==> src/rtl/fifo_pkg.sv <==
// Shared definitions for the team FIFO and its read-side drain controller:
// buffer occupancy encoding, FIFO geometry and a saturating counter helper.
package fifo_pkg;

    localparam int FIFO_DATA_WIDTH = 32;
    localparam int FIFO_DEPTH      = 8;

    typedef enum logic [1:0] {
        OCC_EMPTY = 2'd0,
        OCC_ONE   = 2'd1,
        OCC_TWO   = 2'd2
    } occ_state_t;

    function automatic logic [7:0] sat_inc8(input logic [7:0] value);
        return (value == 8'hFF) ? value : value + 8'd1;
    endfunction

endpackage

==> src/rtl/fifo_skid_buf.sv <==
// Two-entry skid buffer: absorbs words returned by the FIFO and presents them
// on a valid/ready stream; the head word is held stable while stalled.
module fifo_skid_buf
    import fifo_pkg::*;
#(
    parameter int DATA_WIDTH = FIFO_DATA_WIDTH
) (
    input  logic                  clk,
    input  logic                  reset,
    input  logic                  push,
    input  logic [DATA_WIDTH-1:0] push_data,
    input  logic                  m_ready,
    output logic                  m_valid,
    output logic [DATA_WIDTH-1:0] m_data,
    output occ_state_t            occ
);

    occ_state_t            occ_q, occ_d;
    logic                  head_q, head_d;
    logic                  tail_q, tail_d;
    logic [DATA_WIDTH-1:0] mem_q [2];
    logic [DATA_WIDTH-1:0] mem_d [2];
    logic                  pop_s;
    logic                  wr_ok_s;

    assign m_valid = (occ_q != OCC_EMPTY);
    assign m_data  = mem_q[head_q];
    assign occ     = occ_q;

    // Next-state for occupancy, pointers and storage; a push into a full buffer is dropped.
    always_comb begin
        occ_d   = occ_q;
        head_d  = head_q;
        tail_d  = tail_q;
        mem_d   = mem_q;
        pop_s   = m_valid & m_ready;
        wr_ok_s = push & (occ_q != OCC_TWO);

        if (wr_ok_s) begin
            mem_d[tail_q] = push_data;
            tail_d        = ~tail_q;
        end else begin
            tail_d = tail_q;
        end

        if (pop_s) begin
            head_d = ~head_q;
        end else begin
            head_d = head_q;
        end

        case (occ_q)
            OCC_EMPTY: begin
                if (push) occ_d = OCC_ONE;
                else      occ_d = OCC_EMPTY;
            end
            OCC_ONE: begin
                if (push && !pop_s)      occ_d = OCC_TWO;
                else if (!push && pop_s) occ_d = OCC_EMPTY;
                else                     occ_d = OCC_ONE;
            end
            OCC_TWO: begin
                if (pop_s) occ_d = OCC_ONE;
                else       occ_d = OCC_TWO;
            end
            default: occ_d = OCC_EMPTY;
        endcase
    end

    // Buffer state register.
    always_ff @(posedge clk or posedge reset) begin
        if (reset) begin
            occ_q    <= OCC_EMPTY;
            head_q   <= 1'b0;
            tail_q   <= 1'b0;
            mem_q[0] <= {DATA_WIDTH{1'b0}};
            mem_q[1] <= {DATA_WIDTH{1'b0}};
        end else begin
            occ_q  <= occ_d;
            head_q <= head_d;
            tail_q <= tail_d;
            mem_q  <= mem_d;
        end
    end

endmodule

==> src/rtl/fifo_drain_ctrl.sv <==
// Read-side drain controller for the 8-deep team FIFO: issues reads, tracks the
// one-cycle read latency and streams words out. Optional: FIFO_DRAIN_ERR_CNT_EN.
module fifo_drain_ctrl
    import fifo_pkg::*;
#(
    parameter int DATA_WIDTH = FIFO_DATA_WIDTH,
    parameter int CNT_WIDTH  = 16
) (
    input  logic                  clk,
    input  logic                  reset,
    input  logic                  enable,
    input  logic                  fifo_empty,
    input  logic                  fifo_rd_ack,
    input  logic                  fifo_rd_err,
    input  logic [DATA_WIDTH-1:0] fifo_dout,
    output logic                  fifo_rd_en,
    output logic                  m_valid,
    input  logic                  m_ready,
    output logic [DATA_WIDTH-1:0] m_data,
    output logic [CNT_WIDTH-1:0]  word_count,
    output logic                  busy,
    output logic [7:0]            err_count
);

    occ_state_t           occ_s;
    logic [1:0]           occ_bits_s;
    logic [2:0]           demand_s;
    logic                 pop_s;
    logic                 rd_en_s;
    logic                 inflight_q, inflight_d;
    logic [CNT_WIDTH-1:0] word_count_q, word_count_d;

    fifo_skid_buf #(
        .DATA_WIDTH (DATA_WIDTH)
    ) u_skid (
        .clk       (clk),
        .reset     (reset),
        .push      (fifo_rd_ack),
        .push_data (fifo_dout),
        .m_ready   (m_ready),
        .m_valid   (m_valid),
        .m_data    (m_data),
        .occ       (occ_s)
    );

    // Issue a read only when the buffer can take the word after this cycle's pop.
    // A read error needs no extra handling: inflight simply follows this cycle's issue.
    always_comb begin
        occ_bits_s   = occ_s;
        pop_s        = m_valid & m_ready;
        demand_s     = {1'b0, occ_bits_s} + {2'b00, inflight_q} - {2'b00, pop_s};
        rd_en_s      = !reset & enable & !fifo_empty & (demand_s < 3'd2);
        inflight_d   = rd_en_s;
        if (pop_s) begin
            word_count_d = word_count_q + {{(CNT_WIDTH-1){1'b0}}, 1'b1};
        end else begin
            word_count_d = word_count_q;
        end
    end

    // In-flight flag and delivered-word counter.
    always_ff @(posedge clk or posedge reset) begin
        if (reset) begin
            inflight_q   <= 1'b0;
            word_count_q <= {CNT_WIDTH{1'b0}};
        end else begin
            inflight_q   <= inflight_d;
            word_count_q <= word_count_d;
        end
    end

    assign fifo_rd_en = rd_en_s;
    assign word_count = word_count_q;
    assign busy       = inflight_q | (occ_s != OCC_EMPTY);

`ifdef FIFO_DRAIN_ERR_CNT_EN
    logic [7:0] err_count_q, err_count_d;

    // Saturating read-error counter.
    always_comb begin
        if (fifo_rd_err) begin
            err_count_d = sat_inc8(err_count_q);
        end else begin
            err_count_d = err_count_q;
        end
    end

    // Error counter register, cleared only by reset.
    always_ff @(posedge clk or posedge reset) begin
        if (reset) begin
            err_count_q <= 8'd0;
        end else begin
            err_count_q <= err_count_d;
        end
    end

    assign err_count = err_count_q;
`else
    logic err_unused_s;
    assign err_unused_s = fifo_rd_err;
    assign err_count    = 8'd0;
`endif

endmodule
==> config.mk <==
export PLATFORM = sky130hd
export DESIGN_NAME = fifo_drain_ctrl
export DESIGN_NICKNAME = d
export VERILOG_FILES = /design/src/rtl/fifo_pkg.sv /design/src/rtl/fifo_skid_buf.sv /design/src/rtl/fifo_drain_ctrl.sv
export SDC_FILE = /design/constraint.sdc
export NUM_CORES = 1
export LEC_CHECK = 0
export ABC_AREA = 0
export CAP_MARGIN = 20
export CORE_MARGIN = 2
export CORE_UTILIZATION = 35
export CTS_BUF_LIST = sky130_fd_sc_hd__clkbuf_8
export DETAILED_ROUTE_END_ITERATION = 12
export DONT_BUFFER_PORTS = 1
export SYNTH_ARGS = -nofsm -noshare
export SYNTH_HDL_FRONTEND = slang
export SYNTH_HIERARCHICAL = 1
export SYNTH_SLANG_ARGS = --single-unit
==> constraint.sdc <==
create_clock -name clk -period 3.84 [get_ports clk]
set_input_delay 0.384 -clock clk [delete_from_list [all_inputs] [get_ports clk]]
set_output_delay 0.384 -clock clk [all_outputs]
set_load 0.005 [all_outputs]
-- After elaboration in Yosys (flattened, before gate mapping)
Cells that the tools add are included.
- add/sub/neg operators: 3
- $lt $le $gt $ge: 4
- equal/unequal tests: 3
- mux-type cells: 11
- bitwise operators: 10
- reductions and logical operators: 9
- operators with widths (operator ; count):
    two-way mux 32 bit ; 4
    bitwise mux 64 bit ; 1
    demux 32 bit (select 1 bit) ; 1
    adder 16 x 1 -> 16 bit, second input constant ; 1
    one-hot mux 2 bit (3 select lines) ; 1
    AND 1 bit ; 5
    greater-or-equal comparator 2 bit, second input constant ; 2
    zero test 1 bit ; 4
    two-way mux 2 bit ; 2
    NOT 1 -> 2 bit ; 2
    adder 2 x 1 -> 3 bit ; 1
    logical AND 1 bit ; 3
    less-than comparator 3 x 2 -> 1 bit, second input constant ; 1
    subtractor 3 x 1 -> 3 bit ; 1
    == test 2 x 1 -> 1 bit, second input constant ; 1
    == test 2 bit, second input constant ; 1
    zero test 2 bit ; 1
    less-than comparator 2 x 1 -> 1 bit, second input constant ; 1
    two-way mux 1 bit ; 2
    inequality test 2 bit, second input constant ; 1
    NOT 1 bit ; 2
    nonzero test 2 bit ; 1
    bitwise OR 1 bit ; 1
- register bits after elaboration: 85
- input port bits: 39
- output and inout bits: 59
- logic and storage cells: 47

-- Logic depth before layout (Yosys ltp)
Gate-level depths: netlist of run 1.
- depth in word-level cells: 6
- depth in mapped cells: 8

-- Hierarchy
Netlist of run 1, hierarchy kept.
- modules (own cells, without submodules) (module ; instances ; cells an instance ; area an instance (µm²)):
    fifo_skid_buf ; 1 ; 190 ; 3114.2
    fifo_drain_ctrl ; 1 ; 78 ; 857.1

-- Worst setup path after synthesis of run 1
OpenSTA, ideal clock, no wires.
- path type: register -> output
- start point: register u_skid.occ_q[1], in the netlist u_skid/occ[1]
- end point: output port fifo_rd_en
- arrival: 2.294 ns
- data required time: 3.456 ns
- path slack: 1.162 ns
- stages on the path, launching flop included: 9
- cell sequence: dfrtp_1 > or2_2 > nand2_1 > inv_1 > ha_1 > nand2b_1 > fa_1 > nand2_1 > nor4_1
- longest elaborated chain between the ends: 5
- ends and longest elaborated chain (element ; line ; RTL):
    start: declaration ; fifo_skid_buf.sv:18 ; occ_state_t occ_q, occ_d;
    start signal: assignment ; fifo_skid_buf.sv:73 ; occ_q <= OCC_EMPTY;
    start signal: assignment ; fifo_skid_buf.sv:79 ; occ_q <= occ_d;
    nonzero test 2 bit ; fifo_skid_buf.sv:26 ; assign m_valid = (occ_q != OCC_EMPTY);
    via m_valid ; fifo_drain_ctrl.sv:17 ; output logic m_valid,
    AND 1 bit ; fifo_drain_ctrl.sv:50 ; pop_s = m_valid & m_ready;
    via pop_s ; fifo_drain_ctrl.sv:28 ; logic pop_s;
    subtractor 3 x 1 -> 3 bit ; fifo_drain_ctrl.sv:51 ; demand_s = {1'b0, occ_bits_s} + {2'b00, inflight_q} - {2'b00, pop_s};
    less-than comparator 3 x 2 -> 1 bit ; fifo_drain_ctrl.sv:52 ; rd_en_s = !reset & enable & !fifo_empty & (demand_s < 3'd2);
    AND 1 bit ; fifo_drain_ctrl.sv:52 ;
    end: declaration ; fifo_drain_ctrl.sv:16 ; output logic fifo_rd_en,
The timed path passes the listed nets, and every way through them passes these cells.

-- Worst setup path after layout of run 1
Same ends and word-level chain as after synthesis.

==> impl_metrics.env, run 1 <==
export IMPL_hpwlAfterDp_um=4840
export IMPL_period_share_pct=84.3
export IMPL_synth_seq_area_share_pct=53.6
export IMPL_worst_slew_pin_slew_ps=1000
export IMPL_ctsLongestPathBuffers=2
export IMPL_htree_levels=3
export IMPL_grt_pass1_wl_um=12100
export IMPL_routed_wirelength_um=7160
export IMPL_routabilityCongestion=0.678
export IMPL_drv_slew=0
export IMPL_via_count=2042
export IMPL_antenna_found_initial=0
export IMPL_antenna_cells=0
export IMPL_crit_type="flop to output port"
export IMPL_status="finished clean"
export IMPL_yosys_warnings=6
export IMPL_synth_cells=268
export IMPL_drive_gt1_share_pct=44.0
export IMPL_hold_depth=1
export IMPL_synth_cell_types=32
export IMPL_cp_end_kind="output port"
export IMPL_grt_remaining_overflow=0
export IMPL_rsz0062_at_grt="no"
export IMPL_die_w_um=111
export IMPL_hold_viol=0
export IMPL_ys_async_sr_fraction_pct=100
export IMPL_hold_path_class="primary input to flop"
export IMPL_clock_sinks=85
export IMPL_drt_pass1_iterations=3
export IMPL_clk_pin_slew_ps=80
export IMPL_post_route_min_period_ps=3240
export IMPL_avgSynthCellArea_um2=14.8
export IMPL_maxCapViolations=0
export IMPL_io_pins=98
export IMPL_clock_skew_ps=5.62
export IMPL_power_density_nw_per_um2=825
export IMPL_dp_cells=399
export IMPL_area_growth_pct=6.58
export IMPL_cts_buffers=9
export IMPL_timing_hold_ws_ps=111
export IMPL_clock_fmax_mhz=309
export IMPL_ctsResizeCount=0
export IMPL_max_vdd_ir_drop_mv=0.424
export IMPL_path_max_fanout=7
export IMPL_portBuffers=0
export IMPL_regArea_um2=2130
export IMPL_multiInputGateArea_um2=1680
export IMPL_dieArea_um2=12200
export IMPL_die_h_um=111
export IMPL_coreArea_um2=10900
export IMPL_p_leak_nw=1.87
export IMPL_routed_via_density=4.92
export IMPL_drc=0
export IMPL_grt_usage_pct=12.5
export IMPL_dr_first_iter_drc_count=50
export IMPL_wl_per_cell_um=17.3
export IMPL_tns_ps=0
export IMPL_r2r_cells=8
export IMPL_synth_ff_type="dfrtp_1"
export IMPL_ys_ff_latch=85
export IMPL_worstPathRequired_ps=3460
export IMPL_initial_core_util_pct=36.3
export IMPL_rows=38
export IMPL_final_nets=314
export IMPL_cts_tree="yes"
export IMPL_layout_common_cells="dfrtp_1, mux2_2, mux2_4"
export IMPL_instances_no_fill=415
export IMPL_grt_pass1_vias=2297
export IMPL_critical_path_arrival_ps=2850
export IMPL_setup_violations_final=0
export IMPL_relSlewSlack_pct=32.9
export IMPL_start_kind="flop"
export IMPL_insertion_delay_ps=360
export IMPL_postRouteAntennaNets=0
export IMPL_final_common_cell="dfrtp_1"
export IMPL_fill_cells=1053
export IMPL_cts_root_buf="clkbuf_8"
export IMPL_syn_area_um2=3970
export IMPL_grt_start_max_net_pins=39
export IMPL_synth_edf_count=0
## per-layer routing
metal  wire length [um]  GRT usage [%]  share of wire [%]  vias up
met4                146           6.25                2.0        0
met5                  0              0                  0        -
met3                646           5.98                9.0       11
met1               3190           15.7                 45     1043
met2               3180           18.1                 44       71
li1                   -              -                  -      917
## power by group
part / internal [mW] / switching [mW]
registers: 1.30 / 0.276
clock network: 0.291 / 0.305
logic: 0.807 / 0.520
total: 2.39 / 1.10
## final cells by class
type	instances	share of cell area, %
sequential	85	50.3
multi-input combinational	165	39.8
tap	140	4.14
clock buffer	9	2.93
clock inverter	6	1.33
timing repair buffer	4	1.06
inverter	6	0.532
## Yosys cell counts (all sizes together), types with 3 or more instances
cell,instances,area (um^2)
nand2,10,37.5
inv,6,22.5
nand3,4,20.0
nor2,3,11.3
mux2,97,1200
buf,18,161
and3,4,30.0
xor2,5,43.8
dfrtp,85,2130
xnor2,13,114
ha,3,37.5
nand4,4,31.3
## critical path, cell delays in order (launching register included)
cell,delay (ps)
dfrtp_1,490
or2_2,400
nand2_1,150
inv_1,110
ha_1,290
nand2b_1,150
fa_1,480
nand2_1,50
nor4_1,370
## flip-flops by register name, indices dropped and copies added, names as in the netlist
signal and flops:
inflight_q 1, u_skid/head_q 1, u_skid/mem_q 64, u_skid/occ 2
u_skid/tail_q 1, word_count 16
## through the flow
step                utilization (%)  cell area, um^2  total power, mW  setup WS, ps
floorplan                         -             4000             2.71          1160
global placement               36.8             4020             2.89          1010
detailed placement             37.0             4040             2.94           982
CTS                            38.7             4230             3.56           556
global route                   38.7             4230             3.74           422
finish                         38.7             4230             3.49           601
## final timing paths
path	from	end	slack, ps
hold reg to reg	u_skid/tail_q$_DFFE_PP0N_	u_skid/tail_q$_DFFE_PP0N_	500
setup reg to reg	u_skid/occ[1]$_DFF_PP0_	inflight_q$_DFF_PP0_	1210
setup / recovery	u_skid/occ[1]$_DFF_PP0_	fifo_rd_en	600
hold / removal	fifo_empty	inflight_q$_DFF_PP0_	110
min in group asynchronous	reset	u_skid/occ[0]$_DFF_PP0_	470
max in group asynchronous	reset	u_skid/mem_q[26]$_DFFE_PP0P_	2830
## cell families after synthesis
group,Yosys count,share of synthesized area [%]
flops,85,53.6
other cells,1,0.0944
fa+ha+maj,4,1.45
xor+xnor,18,3.97
simple gates,35,5.29
buf+inv,25,4.73
mux,98,30.6
compound gates,2,0.315
## repair_timing
item | CTS | global route
hold endpoints to repair | 31 | 0
hold buffers | 1 | 0
buffers inserted | 0 | 0
(Power assumes the default switching activity.)
==> inputs of run 2 (changes only) <==
- clock period: 3.84 -> 2.66 ns (I/O delays scaled with it)
==> impl_metrics.env, run 2 (synthesized netlist as in run 1, its figures left out) <==
export IMPL_status="finished clean"
export IMPL_fin_util_pct=40.4
export IMPL_place_ws_ps=145
export IMPL_area_growth_pct=11.3
export IMPL_dieArea_um2=12200
export IMPL_die_w_um=111
export IMPL_largest_register="u_skid/mem_q"
export IMPL_die_h_um=111
export IMPL_post_route_min_period_ps=2580
export IMPL_grt_use_met2_pct=19.1
export IMPL_grt_usage_pct=13.0
export IMPL_final_common_cell="dfrtp_1"
export IMPL_critical_path_arrival_ps=2320
export IMPL_timing_hold_ws_ps=33.4
export IMPL_routed_via_density=4.89
export IMPL_clock_sinks=85
export IMPL_routabilityCongestion=0.682
export IMPL_grt_pass1_vias=2347
export IMPL_hpwlAfterDp_um=4990
export IMPL_hold_path_class="primary input to flop"
export IMPL_clock_fmax_mhz=387
export IMPL_drc=0
export IMPL_routed_wirelength_um=7540
export IMPL_slowest_stage="dfrtp_1"
export IMPL_dp_cells=403
export IMPL_tns_ps=0
export IMPL_path_buf_inv=1
export IMPL_power_mw=5.33
export IMPL_maxCapViolations=0
export IMPL_period_share_pct=97.1
export IMPL_antenna_cells=0
export IMPL_met1_usage_pct=15.6
export IMPL_dr_first_iter_drc_count=68
export IMPL_worstPathRequired_ps=2390
export IMPL_hold_viol=0
export IMPL_grt_util_met3_pct=7.41
export IMPL_relSlewSlack_pct=54.1
export IMPL_antenna_found_initial=0
export IMPL_clk_pin_slew_ps=90
export IMPL_largest_reg_flops=64
export IMPL_grt_remaining_overflow=0
export IMPL_drive_gt1_share_pct=46.7
export IMPL_max_vdd_ir_drop_mv=0.504
export IMPL_drt_pass1_iterations=3
export IMPL_crit_type="flop to output port"
export IMPL_cp_end_kind="output port"
export IMPL_clock_skew_ps=10.1
export IMPL_insertion_delay_ps=370
export IMPL_io_pins=98
export IMPL_ctsLongestPathBuffers=2
export IMPL_power_density_nw_per_um2=1210
export IMPL_initial_core_util_pct=36.3
export IMPL_slowest_delay_ps=380
export IMPL_p_leak_nw=1.95
export IMPL_wl_per_cell_um=17.7
export IMPL_path_cells="or2_4, nand2_2, inv_2, ha_4, nand2b_4, fa_2, xor2_1, nor4_4"
export IMPL_start_kind="flop"
export IMPL_r2r_setup_slack_ps=620
export IMPL_busiest_layer="met2"
export IMPL_path_max_fanout=4
export IMPL_portBuffers=0
export IMPL_postRouteAntennaNets=0
export IMPL_cts_root_buf="clkbuf_8"
export IMPL_post_route_cell_area_um2=4420
export IMPL_grt_start_max_net_pins=39
export IMPL_htree_levels=3
export IMPL_crit_family="simple AND/OR/NAND/NOR gates"
export IMPL_coreArea_um2=10900
export IMPL_final_nets=325
export IMPL_instances_no_fill=427
export IMPL_cts_buffers=9
export IMPL_fin_ws_ps=78.2
export IMPL_via_count=2087
export IMPL_drv_slew=0
export IMPL_setup_violations_final=0
export IMPL_grt_pass1_wl_um=12400
export IMPL_layout_common_cells="dfrtp_1, mux2_2, mux2_4"
export IMPL_place_area_um2=4090
export IMPL_rsz0062_at_grt="yes"
export IMPL_worst_slew_pin_slew_ps=687
export IMPL_cts_tree="yes"
export IMPL_rows=38
==> run 2: cell count changes in the layout (fill, tap and decap cells not counted), sizes merged <==
cell	previous run	this run
clkinv	3	0
dlygate4sd3	1	6
bufinv	1	2
clkinvlp	1	2
buf	3	9
inv	7	9
==> run 2: final timing paths <==
path,to,depth (start not counted),from
max in group asynchronous,u_skid/mem_q[4]$_DFFE_PP0P_,3,reset
min in group asynchronous,inflight_q$_DFF_PP0_,2,reset
min reg2reg,u_skid/tail_q$_DFFE_PP0N_,1,u_skid/tail_q$_DFFE_PP0N_
min,u_skid/mem_q[25]$_DFFE_PP0P_,1,fifo_dout[25]
max,fifo_rd_en,8,u_skid/occ[1]$_DFF_PP0_
max reg2reg,inflight_q$_DFF_PP0_,8,u_skid/occ[1]$_DFF_PP0_
==> run 2: cell type report <==
class	count	area, um^2
tap	140	175
multi-input combinational	165	1730
timing repair buffer	15	153
clock inverter	7	91.3
clock buffer	9	124
fill	1044	6520
inverter	6	22.5
sequential	85	2130
==> run 2: repair_timing <==
action                                 CTS  global route
endpoints found under the hold margin   48             4
hold buffers                             2             4
resized for setup                        8             1
setup endpoints to repair                1             1
setup buffers                            1             1
pin swaps                                2             1
==> run 2: power by group <==
part | internal, mW | switching (mW) | leakage [nW] | total, mW
Clock | 0.525 | 0.468 | 0.108 | 0.993
Combinational | 1.27 | 0.864 | 0.820 | 2.13
Sequential | 1.87 | 0.338 | 1.02 | 2.21
Total | 3.66 | 1.67 | 1.95 | 5.33
==> run 2: layer usage <==
layer | part of all wire [%] | vias to the layer above | routed length, um
li1 | - | 939 | -
met1 | 43 | 1059 | 3260
met2 | 45 | 77 | 3430
met3 | 9.5 | 12 | 716
met4 | 1.9 | 0 | 140
met5 | 0 | - | 0
==> run 2: worst reg2reg max path, stage by stage (launching register included) <==
cell and delay, ps:
dfrtp_1 380, or2_4 250, nand2_2 70, inv_2 60, ha_4 230, nand2b_4 130, fa_2 330, xor2_1 170
nor4_4 310
